===== config.mk =====
export PLATFORM = sky130hd
export DESIGN_NAME = spi_master_shift_flat
export DESIGN_NICKNAME = d
export VERILOG_FILES = /design/src/rtl/spi_master_shift_if.sv /design/src/rtl/spi_master_shift.sv /design/src/flat_wrapper.sv
export SDC_FILE = /design/constraint.sdc
export NUM_CORES = 1
export LEC_CHECK = 0
export BUFFER_PORTS_ARGS = -buffer_cell sky130_fd_sc_hd__buf_4
export CAP_MARGIN = 20
export CORE_ASPECT_RATIO = 1.5
export CORE_MARGIN = 2
export CORE_UTILIZATION = 45
export DETAILED_ROUTE_END_ITERATION = 8
export PLACE_DENSITY = 0.65
export REMOVE_ABC_BUFFERS = 1
export SYNTH_ARGS = -nofsm -noshare
export SYNTH_HDL_FRONTEND = slang
export SYNTH_SLANG_ARGS = --single-unit

===== constraint.sdc =====
create_clock -name clk -period 2.3 [get_ports clk]
set_input_delay 0.345 -clock clk [delete_from_list [all_inputs] [get_ports clk]]
set_output_delay 0.345 -clock clk [all_outputs]
set_load 0.01 [all_outputs]

===== src/rtl/spi_master_shift_if.sv =====
// Control/pad bundle for spi_master_shift: host handshake, mode inputs and SPI pins.
interface spi_master_shift_if #(
  parameter int unsigned WIDTH = 8
);
  logic             start;
  logic [WIDTH-1:0] tx_data;
  logic             cpol;
  logic             cphase;
  logic             lsb_first;
  logic             busy;
  logic             done;
  logic [WIDTH-1:0] rx_data;
  logic             spi_clk;
  logic             mosi;
  logic             miso;
  logic             cs_n;

  modport master (
    input  start, tx_data, cpol, cphase, lsb_first, miso,
    output busy, done, rx_data, spi_clk, mosi, cs_n
  );

  modport slave (
    output start, tx_data, cpol, cphase, lsb_first, miso,
    input  busy, done, rx_data, spi_clk, mosi, cs_n
  );
endinterface


===== src/rtl/spi_master_shift.sv =====
// Full-duplex SPI master shift engine with run-time CPOL/CPHA, bit order and
// chip-select framing (setup, hold, gap) around each WIDTH-bit transfer.
module spi_master_shift #(
  parameter int unsigned WIDTH   = 8,
  parameter int unsigned CLK_DIV = 4
) (
  input logic             clk,
  input logic             rst,
  spi_master_shift_if.master bus
);

  localparam int unsigned DIV_W  = (CLK_DIV > 1) ? $clog2(CLK_DIV) : 1;
  localparam int unsigned EDGE_W = $clog2(2 * WIDTH);
  localparam logic [DIV_W-1:0]  DIV_LAST  = DIV_W'(CLK_DIV - 1);
  localparam logic [EDGE_W-1:0] EDGE_LAST = EDGE_W'(2 * WIDTH - 1);

  typedef enum logic [2:0] {IDLE, SETUP, XFER, HOLD, GAP} state_t;

  state_t            state;
  logic [DIV_W-1:0]  div_cnt;
  logic [EDGE_W-1:0] edge_cnt;
  logic [WIDTH-1:0]  tx_shift;
  logic [WIDTH-1:0]  rx_shift;
  logic              cpol_r;
  logic              cpha_r;
  logic              lsb_r;
  logic              busy_r;
  logic              done_r;
  logic [WIDTH-1:0]  rx_data_r;
  logic              sclk_r;
  logic              mosi_r;
  logic              cs_n_r;

  logic tick;
  logic leading;
  logic last_edge;
  logic sample_now;
  logic advance_now;

  assign tick      = (div_cnt == DIV_LAST);
  assign leading   = ~edge_cnt[0];
  assign last_edge = (edge_cnt == EDGE_LAST);

  // The first bit is already on mosi at cs_n fall, so CPHA=1 skips the first
  // leading-edge advance and CPHA=0 skips the final trailing one.
  assign sample_now  = cpha_r ? ~leading : leading;
  assign advance_now = cpha_r ? (leading && (edge_cnt != '0))
                              : (~leading && !last_edge);

  always_ff @(posedge clk or posedge rst) begin
    if (rst) begin
      state     <= IDLE;
      div_cnt   <= '0;
      edge_cnt  <= '0;
      tx_shift  <= '0;
      rx_shift  <= '0;
      cpol_r    <= 1'b0;
      cpha_r    <= 1'b0;
      lsb_r     <= 1'b0;
      busy_r    <= 1'b0;
      done_r    <= 1'b0;
      rx_data_r <= '0;
      sclk_r    <= 1'b0;
      mosi_r    <= 1'b0;
      cs_n_r    <= 1'b1;
    end else begin
      done_r <= 1'b0;
      case (state)
        IDLE: begin
          div_cnt  <= '0;
          edge_cnt <= '0;
          sclk_r   <= bus.cpol;
          if (bus.start) begin
            tx_shift <= bus.tx_data;
            rx_shift <= '0;
            cpol_r   <= bus.cpol;
            cpha_r   <= bus.cphase;
            lsb_r    <= bus.lsb_first;
            busy_r   <= 1'b1;
            cs_n_r   <= 1'b0;
            mosi_r   <= bus.lsb_first ? bus.tx_data[0] : bus.tx_data[WIDTH-1];
            state    <= SETUP;
          end
        end

        SETUP: begin
          sclk_r <= cpol_r;
          if (tick) begin
            div_cnt <= '0;
            state   <= XFER;
          end else begin
            div_cnt <= div_cnt + DIV_W'(1);
          end
        end

        XFER: begin
          if (tick) begin
            div_cnt <= '0;
            sclk_r  <= ~sclk_r;
            if (sample_now) begin
              if (lsb_r) rx_shift <= {bus.miso, rx_shift[WIDTH-1:1]};
              else       rx_shift <= {rx_shift[WIDTH-2:0], bus.miso};
            end
            if (advance_now) begin
              if (lsb_r) begin
                tx_shift <= tx_shift >> 1;
                mosi_r   <= tx_shift[1];
              end else begin
                tx_shift <= tx_shift << 1;
                mosi_r   <= tx_shift[WIDTH-2];
              end
            end
            if (last_edge) begin
              edge_cnt <= '0;
              state    <= HOLD;
            end else begin
              edge_cnt <= edge_cnt + EDGE_W'(1);
            end
          end else begin
            div_cnt <= div_cnt + DIV_W'(1);
          end
        end

        HOLD: begin
          if (tick) begin
            div_cnt   <= '0;
            cs_n_r    <= 1'b1;
            mosi_r    <= 1'b0;
            rx_data_r <= rx_shift;
            done_r    <= 1'b1;
            state     <= GAP;
          end else begin
            div_cnt <= div_cnt + DIV_W'(1);
          end
        end

        GAP: begin
          if (tick) begin
            div_cnt <= '0;
            busy_r  <= 1'b0;
            state   <= IDLE;
          end else begin
            div_cnt <= div_cnt + DIV_W'(1);
          end
        end

        default: state <= IDLE;
      endcase
    end
  end

  assign bus.busy    = busy_r;
  assign bus.done    = done_r;
  assign bus.rx_data = rx_data_r;
  assign bus.spi_clk = sclk_r;
  assign bus.mosi    = mosi_r;
  assign bus.cs_n    = cs_n_r;

endmodule


===== src/flat_wrapper.sv =====
// flat-port wrapper written by rule: the top's interface ports become plain ports
module spi_master_shift_flat 
#(
  parameter int unsigned WIDTH   = 8,
  parameter int unsigned CLK_DIV = 4
)
  (clk, rst, bus_start, bus_tx_data, bus_cpol, bus_cphase, bus_lsb_first, bus_miso, bus_busy, bus_done, bus_rx_data, bus_spi_clk, bus_mosi, bus_cs_n);
  spi_master_shift_if #(.WIDTH(WIDTH)) bus_i ();
  input logic clk;
  input logic rst;
  input wire logic [$bits(bus_i.start)-1:0] bus_start;
  input wire logic [$bits(bus_i.tx_data)-1:0] bus_tx_data;
  input wire logic [$bits(bus_i.cpol)-1:0] bus_cpol;
  input wire logic [$bits(bus_i.cphase)-1:0] bus_cphase;
  input wire logic [$bits(bus_i.lsb_first)-1:0] bus_lsb_first;
  input wire logic [$bits(bus_i.miso)-1:0] bus_miso;
  output wire logic [$bits(bus_i.busy)-1:0] bus_busy;
  output wire logic [$bits(bus_i.done)-1:0] bus_done;
  output wire logic [$bits(bus_i.rx_data)-1:0] bus_rx_data;
  output wire logic [$bits(bus_i.spi_clk)-1:0] bus_spi_clk;
  output wire logic [$bits(bus_i.mosi)-1:0] bus_mosi;
  output wire logic [$bits(bus_i.cs_n)-1:0] bus_cs_n;
  assign bus_i.start = bus_start;
  assign bus_i.tx_data = bus_tx_data;
  assign bus_i.cpol = bus_cpol;
  assign bus_i.cphase = bus_cphase;
  assign bus_i.lsb_first = bus_lsb_first;
  assign bus_i.miso = bus_miso;
  assign bus_busy = bus_i.busy;
  assign bus_done = bus_i.done;
  assign bus_rx_data = bus_i.rx_data;
  assign bus_spi_clk = bus_i.spi_clk;
  assign bus_mosi = bus_i.mosi;
  assign bus_cs_n = bus_i.cs_n;
  spi_master_shift #(.WIDTH(WIDTH), .CLK_DIV(CLK_DIV)) u_core (.clk(clk), .rst(rst), .bus(bus_i));
endmodule

**After elaboration in Yosys (flattened, before gate mapping)**

Cells that the tools add are included.

- Logic and storage cells: 94
- Bits in registers: 41
- Input bits: 15

- $add $sub $neg: 2
- Bitwise logic cells: 2
- Reduce and logical (&&, ||, !) cells: 22
- Equality and inequality tests: 14
- Muxes and demuxes: 40

Operator list:

| operator | number |
|---|---|
| $mux W8 | 8 |
| $pmux W8 S2 | 2 |
| $mux W3 | 6 |
| $pmux W3 S5 | 1 |
| $mux W1 | 14 |
| $ne A2 B1 Y1 const B | 7 |
| $mux W4 | 2 |
| $pmux W4 S2 | 1 |
| $reduce_and A2 Y1 | 4 |
| $reduce_and A4 Y1 | 2 |
| $reduce_bool A2 Y1 | 4 |
| $eq A3 B2 Y1 const B | 2 |
| $pmux W1 S3 | 2 |
| $reduce_and A3 Y1 | 2 |
| $reduce_and A6 Y1 | 1 |
| $reduce_bool A3 Y1 | 2 |
| $reduce_and A5 Y1 | 1 |
| $add A4 B1 Y4 const B | 1 |
| $eq A4 B4 Y1 const B | 1 |
| $pmux W1 S2 | 2 |
| $pmux W2 S2 | 1 |
| $reduce_bool A4 Y1 | 1 |
| $reduce_or A4 Y1 | 1 |
| $eq A3 B1 Y1 const B | 1 |
| other kinds (9) | 11 |

**Depth between registers and ports, before layout**

Gate-level depths: netlist (run 1).

- Depth in word-level cells: 7
- Depth in mapped cells: 8

**Worst setup path after synthesis (run 1)**

Ideal clock, no wire load.

- Path type: register to register
- Start point: reg u_core.edge_cnt[0]
- End point: reg u_core.tx_shift[0]
- Setup slack: 604 ps
- Path buffers: 1
- Period minus slack after synthesis: 1696 ps
- Data arrival time: 1575 ps
- Stages on the path, launching flop included: 7
- Cell sequence: dfrtp_1 -> ha_1 -> and3_1 -> o22ai_1 -> clkbuf_1 -> a31oi_1 -> o22a_1

- Longest elaborated chain between the ends: 6
- Elaborated cells between the ends (all ways): 9

RTL lines:

| item | RTL line | source |
|---|---|---|
| start, declared | spi_master_shift.sv:21 | `logic [EDGE_W-1:0] edge_cnt;` |
| start signal, assigned | spi_master_shift.sv:117 | `edge_cnt <= edge_cnt + EDGE_W'(1);` |
| $eq A4 B4 Y1 | spi_master_shift.sv:42 | `assign last_edge = (edge_cnt == EDGE_LAST);` |
| $logic_not A1 Y1 | spi_master_shift.sv:48 | `: (~leading && !last_edge);` |
| $logic_and A1 B1 Y1 | spi_master_shift.sv:48 |  |
| $mux W1 * | spi_master_shift.sv:47 | `assign advance_now = cpha_r ? (leading && (edge_cnt != '0))` |
| $ne A2 B1 Y1 (no line) * | n/a |  |
| $reduce_and A4 Y1 (no line) * | n/a |  |
| end signal, assigned | spi_master_shift.sv:74 | `tx_shift <= bus.tx_data;` |
| end signal, assigned | spi_master_shift.sv:106 | `tx_shift <= tx_shift >> 1;` |
| end signal, assigned | spi_master_shift.sv:109 | `tx_shift <= tx_shift << 1;` |
| end, declared | spi_master_shift.sv:22 | `logic [WIDTH-1:0] tx_shift;` |

Every way passes the cells marked *; elsewhere a longest branch is shown, timed or not.
A chain may end at the register's enable or synchronous reset.

**Worst setup path after layout (run 1)**

- Start point: reg u_core.state[1]
- End point: reg u_core.tx_shift[4]

- Longest elaborated chain between the ends: 3
- Elaborated cells between the ends (all ways): 8

RTL lines:

| item | RTL line | source |
|---|---|---|
| start, declared | spi_master_shift.sv:19 | `state_t state;` |
| start signal, assigned | spi_master_shift.sv:52 | `state <= IDLE;` |
| start signal, assigned | spi_master_shift.sv:82 | `state <= SETUP;` |
| start signal, assigned | spi_master_shift.sv:90 | `state <= XFER;` |
| $eq A3 B2 Y1 / $logic_not A3 Y1 (equally long branches) | spi_master_shift.sv:68 | `case (state)` |
| $ne A2 B1 Y1 (no line) (tied with other cells) | n/a |  |
| $reduce_and A4 Y1 (no line) | n/a |  |

Several ways; a longest one is shown, not always the timed one.

==> impl_metrics.xml, run 1 <==
<?xml version="1.0" encoding="UTF-8"?>
<metrics>
  <group name="run_status">
    <metric name="run_status" unit="">finished, final reports clean</metric>
  </group>
  <group name="timing">
    <metric name="setup_slack" unit="ns">0.402</metric>
    <metric name="timing.clock.skew" unit="ns">0.00519</metric>
    <metric name="tns" unit="ns">0</metric>
    <metric name="final-hold-violation-count" unit="">0</metric>
    <metric name="rsz0062_at_grt" unit="">no</metric>
    <metric name="setup_viol" unit="">0</metric>
    <metric name="timing_max_transition_violations_final" unit="">0</metric>
    <metric name="layout_worst_path_cycle_share" unit="%">82.5</metric>
    <metric name="maxSlewHeadroom" unit="%">53.9</metric>
    <metric name="worst_hold_slack" unit="ns">0.178</metric>
    <metric name="fmaxAchievable" unit="MHz">527</metric>
    <metric name="worstMarginPinSlew" unit="ns">0.689</metric>
    <metric name="final_period_minus_worst_setup_slack" unit="ns">1.90</metric>
  </group>
  <group name="routing">
    <metric name="route.final.wire_length" unit="um">4230</metric>
    <metric name="ant_nets" unit="">0</metric>
    <metric name="viasPerCell" unit="">5.38</metric>
    <metric name="via_count" unit="">1591</metric>
    <metric name="route.detailed.drc" unit="">0</metric>
    <metric name="first_pass_iters" unit="">4</metric>
    <metric name="routed_wire_length_per_instance" unit="um">14.3</metric>
    <metric name="drt_iter0_drc" unit="">55</metric>
  </group>
  <group name="flow_run">
    <metric name="maximum_capacitance_violations" unit="">0</metric>
  </group>
  <group name="pwr">
    <metric name="power.clock.fraction" unit="%">30.6</metric>
    <metric name="power.switching" unit="uW">389</metric>
    <metric name="power_switching_share" unit="%">26.0</metric>
    <metric name="power.leakage" unit="uW">0.00116</metric>
    <metric name="largest_voltage_drop_on_the_vdd_net" unit="mV">0.397</metric>
    <metric name="totalPowerFinal" unit="uW">1490</metric>
    <metric name="register_share_of_total_power" unit="%">57.0</metric>
    <metric name="intPower" unit="uW">1110</metric>
    <metric name="combinationalPowerShare" unit="%">12.4</metric>
    <metric name="power.density" unit="nW/um^2">602</metric>
  </group>
  <group name="synth">
    <metric name="post_synthesis_sequential_area_ratio" unit="%">47.7</metric>
    <metric name="postSynthRegisterBits" unit="">41</metric>
    <metric name="synth_enable_flop_cells" unit="">0</metric>
    <metric name="synth.distinct_cells" unit="">37</metric>
    <metric name="syn_inst" unit="">204</metric>
    <metric name="syn-cell-area" unit="um^2">2150</metric>
    <metric name="synth.avg_cell_area" unit="um^2">10.6</metric>
    <metric name="yosysWarningCount" unit="">0</metric>
    <metric name="ys_async_sr_fraction" unit="%">100</metric>
    <metric name="yosys_most_used_dff" unit="">sky130_fd_sc_hd__dfrtp_1</metric>
  </group>
  <group name="placement">
    <metric name="place.detailed.hpwl" unit="um">3010</metric>
    <metric name="gp_congestion" unit="">0.766</metric>
    <metric name="placed_cell_area" unit="um^2">2400</metric>
    <metric name="buffer_ports.inserted" unit="">27</metric>
    <metric name="pre_cts_ws" unit="ns">0.398</metric>
  </group>
  <group name="critical_path">
    <metric name="cp_slowest_stage_delay" unit="ns">0.63</metric>
    <metric name="critical_path.reg2reg.endpoint" unit="">u_core.tx_shift[4]</metric>
    <metric name="cp_cell_sequence" unit="">or3b_1 &gt; o21ba_1 &gt; o22a_1</metric>
    <metric name="worst_setup_path_start_kind" unit="">register</metric>
    <metric name="critPathRequiredTime" unit="ns">2.49</metric>
    <metric name="path_max_fanout" unit="">16</metric>
    <metric name="timing.critical_path.max_delay_family" unit="">flip-flops</metric>
    <metric name="crit_start" unit="">u_core.state[1]</metric>
    <metric name="cpMaxStageDelayCell" unit="">sky130_fd_sc_hd__dfrtp_1</metric>
    <metric name="critical_path_buffer_and_inverter_count" unit="">0</metric>
    <metric name="worstSetupPathType" unit="">reg2reg</metric>
    <metric name="r2r_start" unit="">u_core.state[1]</metric>
    <metric name="reg2reg_setup_slack" unit="ns">0.40</metric>
    <metric name="worst_setup_path_end_kind" unit="">register</metric>
    <metric name="timing.reg2reg.worst_path_depth" unit="">3</metric>
    <metric name="worst_ep_arrival_time" unit="ns">2.08</metric>
  </group>
  <group name="clocking">
    <metric name="cts.root.buffer_cell" unit="">sky130_fd_sc_hd__clkbuf_8</metric>
    <metric name="cts_num_sinks" unit="">41</metric>
    <metric name="postCtsResizedCells" unit="">0</metric>
    <metric name="number_of_buffers_added_by_the_clock_tree_synthesis_step" unit="">5</metric>
    <metric name="path_clk_slew" unit="ns">0.08</metric>
    <metric name="holdBufCountCts" unit="">0</metric>
    <metric name="htree_levels" unit="">2</metric>
    <metric name="post_cts.repair.setup_buffers" unit="">0</metric>
    <metric name="clk-insertion-delay-late" unit="ns">0.29</metric>
    <metric name="cts_buffer_depth" unit="">2</metric>
    <metric name="cts_tree" unit="">built</metric>
  </group>
  <group name="global_routing">
    <metric name="grt_start_max_net_pins" unit="">42</metric>
    <metric name="gr-total-overflow" unit="">0</metric>
    <metric name="global_route_wire_length_before_repair" unit="um">7310</metric>
    <metric name="vias_in_the_first_global_route" unit="">1595</metric>
    <metric name="grt_antenna_before_repair" unit="">0</metric>
    <metric name="grt_util_all_layers" unit="%">17.8</metric>
  </group>
  <group name="cells_and_area">
    <metric name="relative_area_change_from_synthesis_to_final_layout" unit="%">15.2</metric>
    <metric name="final_common_cell" unit="">sky130_fd_sc_hd__dfrtp_1</metric>
    <metric name="n_antenna_cell" unit="">0</metric>
    <metric name="finalNetCount" unit="">249</metric>
    <metric name="layout-drive-gt1-share" unit="%">25.4</metric>
    <metric name="final_cell_mix" unit="">sky130_fd_sc_hd__dfrtp_1, sky130_fd_sc_hd__buf_4, sky130_fd_sc_hd__nand2_1</metric>
    <metric name="final_area" unit="um^2">2480</metric>
  </group>
  <group name="floorplan">
    <metric name="rows" unit="">30</metric>
    <metric name="initial_utilization" unit="%">47.0</metric>
    <metric name="design.core.area" unit="um^2">4580</metric>
    <metric name="io_pins" unit="">28</metric>
    <metric name="die-area" unit="um^2">5370</metric>
    <metric name="die_w" unit="um">60.5</metric>
    <metric name="die_y" unit="um">88.7</metric>
  </group>
  <group name="min_path">
    <metric name="hold_path.class" unit="">in2async</metric>
  </group>
</metrics>
[layout make-up]
type                            instances  area, um^2
Clock buffer                            5        68.8
Multi-Input combinational cell        141        1000
Inverter                                7        26.3
Timing Repair Buffer                   35         263
Tap cell                               64        80.1
Clock inverter                          3        17.5
Fill cell                             445        2100
Sequential cell                        41        1030
[state kept, by name, indices dropped and copies added (netlist names)]
signal	cells
u_core.cpol_r	1
u_core.bus.rx_data	8
u_core.state	3
u_core.bus.done	1
u_core.bus.spi_clk	1
u_core.bus.mosi	1
u_core.bus.busy	1
u_core.edge_cnt	4
u_core.tx_shift	8
u_core.rx_shift	8
u_core.div_cnt	2
u_core.lsb_r	1
u_core.cpha_r	1
u_core.bus.cs_n	1
[power groups by stage]
stage	logic (uW)	clock network [uW]	registers, uW
after floorplan	132	0	850
after global placement	185	0	866
after detailed placement	187	0	867
after CTS	188	477	852
after global routing	214	511	862
final	185	458	852
[cells in the mapped netlist (3+ instances only)]
master,count,area (um^2)
sky130_fd_sc_hd__a21o_1,3,22.5
sky130_fd_sc_hd__a21oi_1,5,25.0
sky130_fd_sc_hd__a22o_1,3,26.3
sky130_fd_sc_hd__a31oi_1,9,56.3
sky130_fd_sc_hd__buf_2,6,30.0
sky130_fd_sc_hd__buf_6,5,56.3
sky130_fd_sc_hd__clkbuf_1,4,15.0
sky130_fd_sc_hd__dfrtp_1,40,1000
sky130_fd_sc_hd__ha_1,3,37.5
sky130_fd_sc_hd__inv_1,7,26.3
sky130_fd_sc_hd__mux2_2,11,124
sky130_fd_sc_hd__mux2i_1,16,160
sky130_fd_sc_hd__nand2_1,18,67.6
sky130_fd_sc_hd__nand2b_1,5,31.3
sky130_fd_sc_hd__nand3_1,5,25.0
sky130_fd_sc_hd__nor2_1,14,52.6
sky130_fd_sc_hd__nor2b_1,3,18.8
sky130_fd_sc_hd__nor3_1,3,15.0
sky130_fd_sc_hd__o21ai_0,9,45.0
sky130_fd_sc_hd__o22a_1,9,78.8
sky130_fd_sc_hd__o22ai_1,3,18.8
sky130_fd_sc_hd__o31ai_1,8,60.1
[worst max path at each step]
stage                         endpoint  slack (ns)  cells after the start
floorplan           u_core.tx_shift[0]        0.48                      5
global placement    u_core.tx_shift[0]        0.41                      6
detailed placement  u_core.tx_shift[4]        0.40                      3
CTS                 u_core.tx_shift[4]        0.39                      3
global route        u_core.tx_shift[4]        0.27                      3
finish              u_core.tx_shift[4]        0.40                      3
[logic make-up (layout without fill, tap and decap cells)]
group	count (synthesis)	after routing	share of synthesized area, %
and+or+nand+nor	56	56	13.4
AOI/OAI and AO/OA	53	53	17.2
DFF	41	41	47.7
muxes	27	27	13.2
buffers and inverters	22	50	5.92
adders and majority gates	3	3	1.74
xor gates and xnor gates	2	2	0.813
[worst register-to-register path, delay by kind of cell, from the launching register on]
family,cells,cell delay [ns]
and+or+nand+nor,1,0.58
DFF,1,0.63
AOI/OAI and AO/OA,2,0.58
[per-stage QoR]
step           instances  util [%]
2_1_floorplan        189         -
3_3_place_gp         288      52.3
3_5_place_dp         288      52.3
4_1_cts              296      54.2
5_1_grt              296      54.2
6_report             296      54.2
[per-layer routing]
layer,wire (um),global-route usage [%],vias up
met1,1990,22.8,772
met5,0,0,-
met4,47,4.74,0
met2,2080,29.6,26
met3,108,4.39,5
li1,-,-,788
No activity file was read; power rests on OpenSTA's default activity.
==> run 2, diff against run 1 <==
ABC_AREA = 1   (was not set)
PLACE_DENSITY = 0.64   (was 0.65)
clock period = 2 ns   (was 2.3 ns; I/O delays follow)
==> impl_metrics.xml, run 2 <==
<?xml version="1.0" encoding="UTF-8"?>
<metrics>
  <group name="routing">
    <metric name="ant_nets" unit="">0</metric>
    <metric name="route.detailed.drc" unit="">0</metric>
    <metric name="drt_iter0_drc" unit="">76</metric>
    <metric name="via_count" unit="">1894</metric>
    <metric name="route.final.wire_length" unit="um">4560</metric>
    <metric name="first_pass_iters" unit="">4</metric>
    <metric name="routed_wire_length_per_instance" unit="um">11.9</metric>
    <metric name="viasPerCell" unit="">4.96</metric>
  </group>
  <group name="clocking">
    <metric name="cts.root.buffer_cell" unit="">sky130_fd_sc_hd__clkbuf_8</metric>
    <metric name="holdBufCountCts" unit="">0</metric>
    <metric name="clk-insertion-delay-late" unit="ns">0.30</metric>
    <metric name="cts_buffer_depth" unit="">2</metric>
    <metric name="number_of_buffers_added_by_the_clock_tree_synthesis_step" unit="">5</metric>
    <metric name="post_cts.repair.setup_buffers" unit="">0</metric>
    <metric name="htree_levels" unit="">2</metric>
    <metric name="cts_num_sinks" unit="">41</metric>
    <metric name="postCtsResizedCells" unit="">0</metric>
    <metric name="path_clk_slew" unit="ns">0.08</metric>
    <metric name="cts_tree" unit="">built</metric>
  </group>
  <group name="critical_path">
    <metric name="worst_setup_path_end_kind" unit="">register</metric>
    <metric name="path_max_fanout" unit="">11</metric>
    <metric name="cpMaxStageDelayCell" unit="">sky130_fd_sc_hd__dfrtp_1</metric>
    <metric name="cp_cell_sequence" unit="">nor2_4 &gt; nand2_2 &gt; inv_2 &gt; nand3_2 &gt; nand2_4 &gt; nand2_1 &gt; nand2_1</metric>
    <metric name="crit_start" unit="">u_core.state[2]</metric>
    <metric name="critPathRequiredTime" unit="ns">2.24</metric>
    <metric name="path_common_cell" unit="">sky130_fd_sc_hd__nand2_1</metric>
    <metric name="r2r_start" unit="">u_core.state[2]</metric>
    <metric name="worstSetupPathType" unit="">reg2reg</metric>
    <metric name="worst_ep_arrival_time" unit="ns">1.82</metric>
    <metric name="worst_setup_path_start_kind" unit="">register</metric>
    <metric name="cp_slowest_stage_delay" unit="ns">0.51</metric>
  </group>
  <group name="floorplan">
    <metric name="initial_utilization" unit="%">46.4</metric>
    <metric name="die_w" unit="um">61.5</metric>
    <metric name="io_pins" unit="">28</metric>
    <metric name="design.core.area" unit="um^2">4810</metric>
    <metric name="die_y" unit="um">90.2</metric>
    <metric name="rows" unit="">31</metric>
    <metric name="die-area" unit="um^2">5550</metric>
  </group>
  <group name="cells_and_area">
    <metric name="finalNetCount" unit="">333</metric>
    <metric name="relative_area_change_from_synthesis_to_final_layout" unit="%">15.8</metric>
    <metric name="n_antenna_cell" unit="">0</metric>
    <metric name="layout-drive-gt1-share" unit="%">20.3</metric>
    <metric name="final-instance-count-excl-fill" unit="">382</metric>
    <metric name="final_cell_mix" unit="">sky130_fd_sc_hd__nand2_1, sky130_fd_sc_hd__dfrtp_1, sky130_fd_sc_hd__buf_4</metric>
    <metric name="final_common_cell" unit="">sky130_fd_sc_hd__nand2_1</metric>
  </group>
  <group name="pwr">
    <metric name="power.switching" unit="uW">1510</metric>
    <metric name="power.density" unit="nW/um^2">1390</metric>
    <metric name="intPower" unit="uW">2090</metric>
    <metric name="register_share_of_total_power" unit="%">36.9</metric>
    <metric name="largest_voltage_drop_on_the_vdd_net" unit="mV">0.605</metric>
    <metric name="power_switching_share" unit="%">41.9</metric>
    <metric name="combinationalPowerShare" unit="%">44.0</metric>
    <metric name="power.clock.fraction" unit="%">19.0</metric>
    <metric name="power.leakage" unit="uW">0.00131</metric>
  </group>
  <group name="synth">
    <metric name="most_frequent_cell_after_synthesis" unit="">sky130_fd_sc_hd__nand2_1</metric>
    <metric name="ys_async_sr_fraction" unit="%">100</metric>
    <metric name="synth_area_leaders" unit="">sky130_fd_sc_hd__dfrtp_1, sky130_fd_sc_hd__nand2_1, sky130_fd_sc_hd__o21ai_0</metric>
    <metric name="post_synthesis_sequential_area_ratio" unit="%">46.1</metric>
    <metric name="syn_inst" unit="">287</metric>
    <metric name="syn-cell-area" unit="um^2">2230</metric>
    <metric name="postSynthRegisterBits" unit="">41</metric>
    <metric name="synth.distinct_cells" unit="">26</metric>
    <metric name="yosys_most_used_dff" unit="">sky130_fd_sc_hd__dfrtp_1</metric>
    <metric name="synth.top_cells.by_count" unit="">sky130_fd_sc_hd__nand2_1, sky130_fd_sc_hd__dfrtp_1, sky130_fd_sc_hd__inv_1, sky130_fd_sc_hd__o21ai_0, sky130_fd_sc_hd__nand3_1</metric>
    <metric name="synth.avg_cell_area" unit="um^2">7.77</metric>
    <metric name="synth_enable_flop_cells" unit="">0</metric>
    <metric name="yosysWarningCount" unit="">0</metric>
    <metric name="yosys.area.top_type_share" unit="%">44.9</metric>
    <metric name="synth_area_leader_cell" unit="">sky130_fd_sc_hd__dfrtp_1</metric>
  </group>
  <group name="timing">
    <metric name="setup_viol" unit="">0</metric>
    <metric name="fmaxAchievable" unit="MHz">633</metric>
    <metric name="final-hold-violation-count" unit="">0</metric>
    <metric name="worst_hold_slack" unit="ns">0.138</metric>
    <metric name="worstMarginPinSlew" unit="ns">0.522</metric>
    <metric name="timing.clock.skew" unit="ns">0.0101</metric>
    <metric name="timing_max_transition_violations_final" unit="">0</metric>
    <metric name="tns" unit="ns">0</metric>
    <metric name="rsz0062_at_grt" unit="">no</metric>
    <metric name="layout_worst_path_cycle_share" unit="%">79.0</metric>
    <metric name="maxSlewHeadroom" unit="%">65.2</metric>
    <metric name="final_period_minus_worst_setup_slack" unit="ns">1.58</metric>
  </group>
  <group name="min_path">
    <metric name="hold_path.class" unit="">in2async</metric>
  </group>
  <group name="placement">
    <metric name="place.detailed.hpwl" unit="um">3330</metric>
    <metric name="buffer_ports.inserted" unit="">27</metric>
    <metric name="gp_congestion" unit="">0.952</metric>
    <metric name="place_inst" unit="">374</metric>
  </group>
  <group name="global_routing">
    <metric name="vias_in_the_first_global_route" unit="">1867</metric>
    <metric name="grt_antenna_before_repair" unit="">0</metric>
    <metric name="grt_start_max_net_pins" unit="">42</metric>
    <metric name="grt_util_all_layers" unit="%">18.7</metric>
    <metric name="gr-total-overflow" unit="">0</metric>
    <metric name="global_route_wire_length_before_repair" unit="um">8000</metric>
  </group>
  <group name="flow_run">
    <metric name="maximum_capacitance_violations" unit="">0</metric>
  </group>
  <group name="run_status">
    <metric name="run_status" unit="">finished, final reports clean</metric>
  </group>
</metrics>
## run 2: changes by cell type after synthesis, sizes merged, moves of 11 or more
cell   change
mux2      -11
o21ai     +35
nand3     +16
mux2i     -16
nand2     +93
inv       +24
## run 2: worst paths after layout
check	slack, ns	cells after the start	end
min reg2reg	0.48	2	u_core.tx_shift[2]
min	0.14	3	u_core.lsb_r
max	0.42	7	u_core.tx_shift[0]
max in group asynchronous	1.49	3	u_core.bus.cs_n
min in group clk	0.26	3	u_core.cpha_r
max reg2reg	0.42	7	u_core.tx_shift[0]
## run 2: cell families (layout without fill, tap and decap cells)
logic type | Yosys count | after routing | synth area share [%]
and+or+nand+nor | 154 | 154 | 31.3
buffers and inverters | 40 | 69 | 8.47
AOI/OAI and AO/OA | 48 | 48 | 12.1
adders and majority gates | 3 | 3 | 1.68
xor gates and xnor gates | 1 | 1 | 0.393
DFF | 41 | 41 | 46.1
## run 2: layout make-up
type,instances,area [um^2]
Timing Repair Buffer,30,225
Tap cell,66,82.6
Clock inverter,1,30.0
Inverter,31,116
Fill cell,506,2230
Clock buffer,7,86.3
Sequential cell,41,1030
Multi-Input combinational cell,206,1010
## run 2: power by group through the flow
stage | sequential [uW] | clock (uW) | combinational [uW]
floorplan | 1350 | 0 | 1100
global placement | 1340 | 0 | 1580
detailed placement | 1340 | 0 | 1590
CTS | 1320 | 705 | 1600
global route | 1360 | 745 | 1810
finish | 1330 | 685 | 1590
## run 2: routing by layer
| metal | wire length, um | up-vias | track usage, % | part of all wire, % |
|---|---|---|---|---|
| li1 | - | 965 | - | - |
| met1 | 2020 | 874 | 23.2 | 44 |
| met2 | 2200 | 39 | 29.3 | 48 |
| met3 | 157 | 16 | 4.03 | 3.4 |
| met4 | 174 | 0 | 9.93 | 3.8 |
| met5 | 0 | - | 0 | 0 |
## run 2: worst max-delay path: cells and delay by family (launching register included)
family | cells | cell delay [ns]
DFF | 1 | 0.51
and+or+nand+nor | 6 | 0.82
buffers and inverters | 1 | 0.18
## run 2: metrics by stage
| stage | setup WS (ns) | total power [uW] | cell area (um^2) | utilization (%) |
|---|---|---|---|---|
| after floorplan | 0.492 | 2450 | 2160 | - |
| after global placement | 0.524 | 2920 | 2460 | 51.2 |
| after detailed placement | 0.457 | 2930 | 2460 | 51.2 |
| after CTS | 0.441 | 3620 | 2580 | 53.7 |
| after global routing | 0.291 | 3920 | 2580 | 53.7 |
| final | 0.420 | 3600 | 2580 | 53.7 |
==> run 3, diff against run 2 <==
clock period = 1.6 ns   (was 2 ns; I/O delays follow)
==> impl_metrics.xml, run 3 (same netlist as run 2, synthesis figures left out) <==
<?xml version="1.0" encoding="UTF-8"?>
<metrics>
  <group name="floorplan">
    <metric name="design.core.area" unit="um^2">4810</metric>
    <metric name="rows" unit="">31</metric>
    <metric name="io_pins" unit="">28</metric>
    <metric name="initial_utilization" unit="%">46.4</metric>
    <metric name="die_w" unit="um">61.5</metric>
    <metric name="die-area" unit="um^2">5550</metric>
    <metric name="die_y" unit="um">90.2</metric>
  </group>
  <group name="critical_path">
    <metric name="critical_path.reg2reg.endpoint" unit="">u_core.tx_shift[7]</metric>
    <metric name="path_max_fanout" unit="">8</metric>
    <metric name="critPathRequiredTime" unit="ns">1.79</metric>
    <metric name="worst_setup_path_end_kind" unit="">register</metric>
    <metric name="reg2reg_setup_slack" unit="ns">0.12</metric>
    <metric name="crit_start" unit="">u_core.edge_cnt[0]</metric>
    <metric name="worst_ep_arrival_time" unit="ns">1.67</metric>
    <metric name="r2r_start" unit="">u_core.edge_cnt[0]</metric>
    <metric name="worst_setup_path_start_kind" unit="">register</metric>
    <metric name="worstSetupPathType" unit="">reg2reg</metric>
    <metric name="timing.reg2reg.worst_path_depth" unit="">8</metric>
  </group>
  <group name="cells_and_area">
    <metric name="final_cell_mix" unit="">sky130_fd_sc_hd__nand2_1, sky130_fd_sc_hd__dfrtp_1, sky130_fd_sc_hd__buf_4</metric>
    <metric name="finalNetCount" unit="">337</metric>
    <metric name="final_common_cell" unit="">sky130_fd_sc_hd__nand2_1</metric>
    <metric name="layout-drive-gt1-share" unit="%">22.2</metric>
    <metric name="n_antenna_cell" unit="">0</metric>
    <metric name="relative_area_change_from_synthesis_to_final_layout" unit="%">17.7</metric>
  </group>
  <group name="clocking">
    <metric name="cts_tree" unit="">built</metric>
    <metric name="number_of_buffers_added_by_the_clock_tree_synthesis_step" unit="">5</metric>
    <metric name="cts_buffer_depth" unit="">2</metric>
    <metric name="clk-insertion-delay-late" unit="ns">0.30</metric>
    <metric name="holdBufCountCts" unit="">0</metric>
    <metric name="htree_levels" unit="">2</metric>
    <metric name="path_clk_slew" unit="ns">0.09</metric>
    <metric name="cts_num_sinks" unit="">41</metric>
    <metric name="cts.root.buffer_cell" unit="">sky130_fd_sc_hd__clkbuf_8</metric>
  </group>
  <group name="global_routing">
    <metric name="grt_antenna_before_repair" unit="">0</metric>
    <metric name="gr-total-overflow" unit="">0</metric>
    <metric name="vias_in_the_first_global_route" unit="">1742</metric>
    <metric name="global_route_wire_length_before_repair" unit="um">7770</metric>
    <metric name="grt_start_max_net_pins" unit="">42</metric>
    <metric name="grt_util_all_layers" unit="%">18.6</metric>
  </group>
  <group name="timing">
    <metric name="layout_worst_path_cycle_share" unit="%">92.7</metric>
    <metric name="maxSlewHeadroom" unit="%">78.2</metric>
    <metric name="tns" unit="ns">0</metric>
    <metric name="final_period_minus_worst_setup_slack" unit="ns">1.48</metric>
    <metric name="rsz0062_at_grt" unit="">no</metric>
    <metric name="final-hold-violation-count" unit="">13</metric>
    <metric name="worstMarginPinSlew" unit="ns">0.323</metric>
    <metric name="setup_viol" unit="">0</metric>
    <metric name="worst_hold_slack" unit="ns">-0.00735</metric>
    <metric name="timing.clock.skew" unit="ns">0.0118</metric>
    <metric name="timing_max_transition_violations_final" unit="">0</metric>
    <metric name="fmaxAchievable" unit="MHz">674</metric>
  </group>
  <group name="routing">
    <metric name="viasPerCell" unit="">4.91</metric>
    <metric name="first_pass_iters" unit="">4</metric>
    <metric name="via_count" unit="">1896</metric>
    <metric name="route.detailed.drc" unit="">0</metric>
    <metric name="route.final.wire_length" unit="um">4740</metric>
    <metric name="ant_nets" unit="">0</metric>
    <metric name="routed_wire_length_per_instance" unit="um">12.3</metric>
    <metric name="drt_iter0_drc" unit="">92</metric>
  </group>
  <group name="min_path">
    <metric name="hold_path.class" unit="">in2async</metric>
  </group>
  <group name="pwr">
    <metric name="power.leakage" unit="uW">0.00132</metric>
    <metric name="totalPowerFinal" unit="uW">4440</metric>
    <metric name="power.density" unit="nW/um^2">1690</metric>
    <metric name="largest_voltage_drop_on_the_vdd_net" unit="mV">0.963</metric>
  </group>
  <group name="placement">
    <metric name="place.detailed.hpwl" unit="um">3300</metric>
    <metric name="buffer_ports.inserted" unit="">27</metric>
    <metric name="gp_congestion" unit="">0.892</metric>
  </group>
  <group name="run_status">
    <metric name="violations" unit="">negative hold slack</metric>
    <metric name="run_status" unit="">finished, violations left</metric>
  </group>
  <group name="flow_run">
    <metric name="maximum_capacitance_violations" unit="">0</metric>
  </group>
</metrics>
-- run 3: changes by cell type in the layout (fill, tap and decap cells not counted) --
cell,change
sky130_fd_sc_hd__nand3_2,+2
sky130_fd_sc_hd__clkinv_4,+1
sky130_fd_sc_hd__buf_12,+1
sky130_fd_sc_hd__clkinv_2,+1
sky130_fd_sc_hd__buf_4,+2
sky130_fd_sc_hd__bufinv_16,-1
sky130_fd_sc_hd__nand3_4,+1
sky130_fd_sc_hd__nand3_1,-2
sky130_fd_sc_hd__clkbuf_1,-1
-- run 3: how the worst max path moves through the flow --
stage / cells after the start / slack [ns] / end
5_1_grt: 7 / 0.01 / u_core.rx_shift[5]
3_5_place_dp: 7 / 0.02 / u_core.tx_shift[7]
4_1_cts: 7 / 0.008 / u_core.tx_shift[7]
6_report: 8 / 0.12 / u_core.tx_shift[7]
2_1_floorplan: 7 / 0.09 / u_core.tx_shift[0]
3_3_place_gp: 7 / 0.04 / u_core.tx_shift[3]
-- run 3: per-layer routing --
layer / GRT usage [%] / routed length [um]
met5: 0 / 0
met2: 29.4 / 2330
met1: 23.6 / 2140
met3: 3.60 / 135
met4: 8.69 / 140
-- run 3: stage by stage --
step	utilization [%]	std cells	instance area (um^2)	setup slack [ns]
final	54.6	386	2620	0.117
after global routing	54.6	386	2620	0.0130
after CTS	54.0	385	2600	0.00795
after detailed placement	52.0	377	2500	0.0248
after global placement	52.0	377	2500	0.0368
after floorplan	-	278	2160	0.0918
-- run 3: worst max-delay path, stage by stage, from the launching register on --
cell                      delay (ns)
sky130_fd_sc_hd__dfrtp_1        0.46
sky130_fd_sc_hd__inv_1          0.12
sky130_fd_sc_hd__ha_1           0.21
sky130_fd_sc_hd__nand2_1        0.06
sky130_fd_sc_hd__nand3_1        0.16
sky130_fd_sc_hd__nand3_4        0.17
sky130_fd_sc_hd__nand2_4        0.10
sky130_fd_sc_hd__nand2_1        0.07
sky130_fd_sc_hd__nand2_1        0.05
-- run 3: power breakdown --
group          switching [uW]  internal (uW)  total (uW)
clock                     373            350         722
combinational            1290            768        2050
sequential                271           1390        1660
total                    1930           2510        4440
-- run 3: timing repair --
| item | in CTS | in global routing |
|---|---|---|
| gates resized for setup | 0 | 3 |
| buffers inserted | 0 | 0 |
| setup endpoints to repair | 0 | 9 |
-- run 3: layout make-up --
class / count / area (um^2)
Clock buffer: 6 / 82.6
Multi-Input combinational cell: 207 / 1040
Timing Repair Buffer: 33 / 260
Sequential cell: 41 / 1030
Fill cell: 487 / 2190
Tap cell: 66 / 82.6
Inverter: 31 / 116
Clock inverter: 2 / 13.8
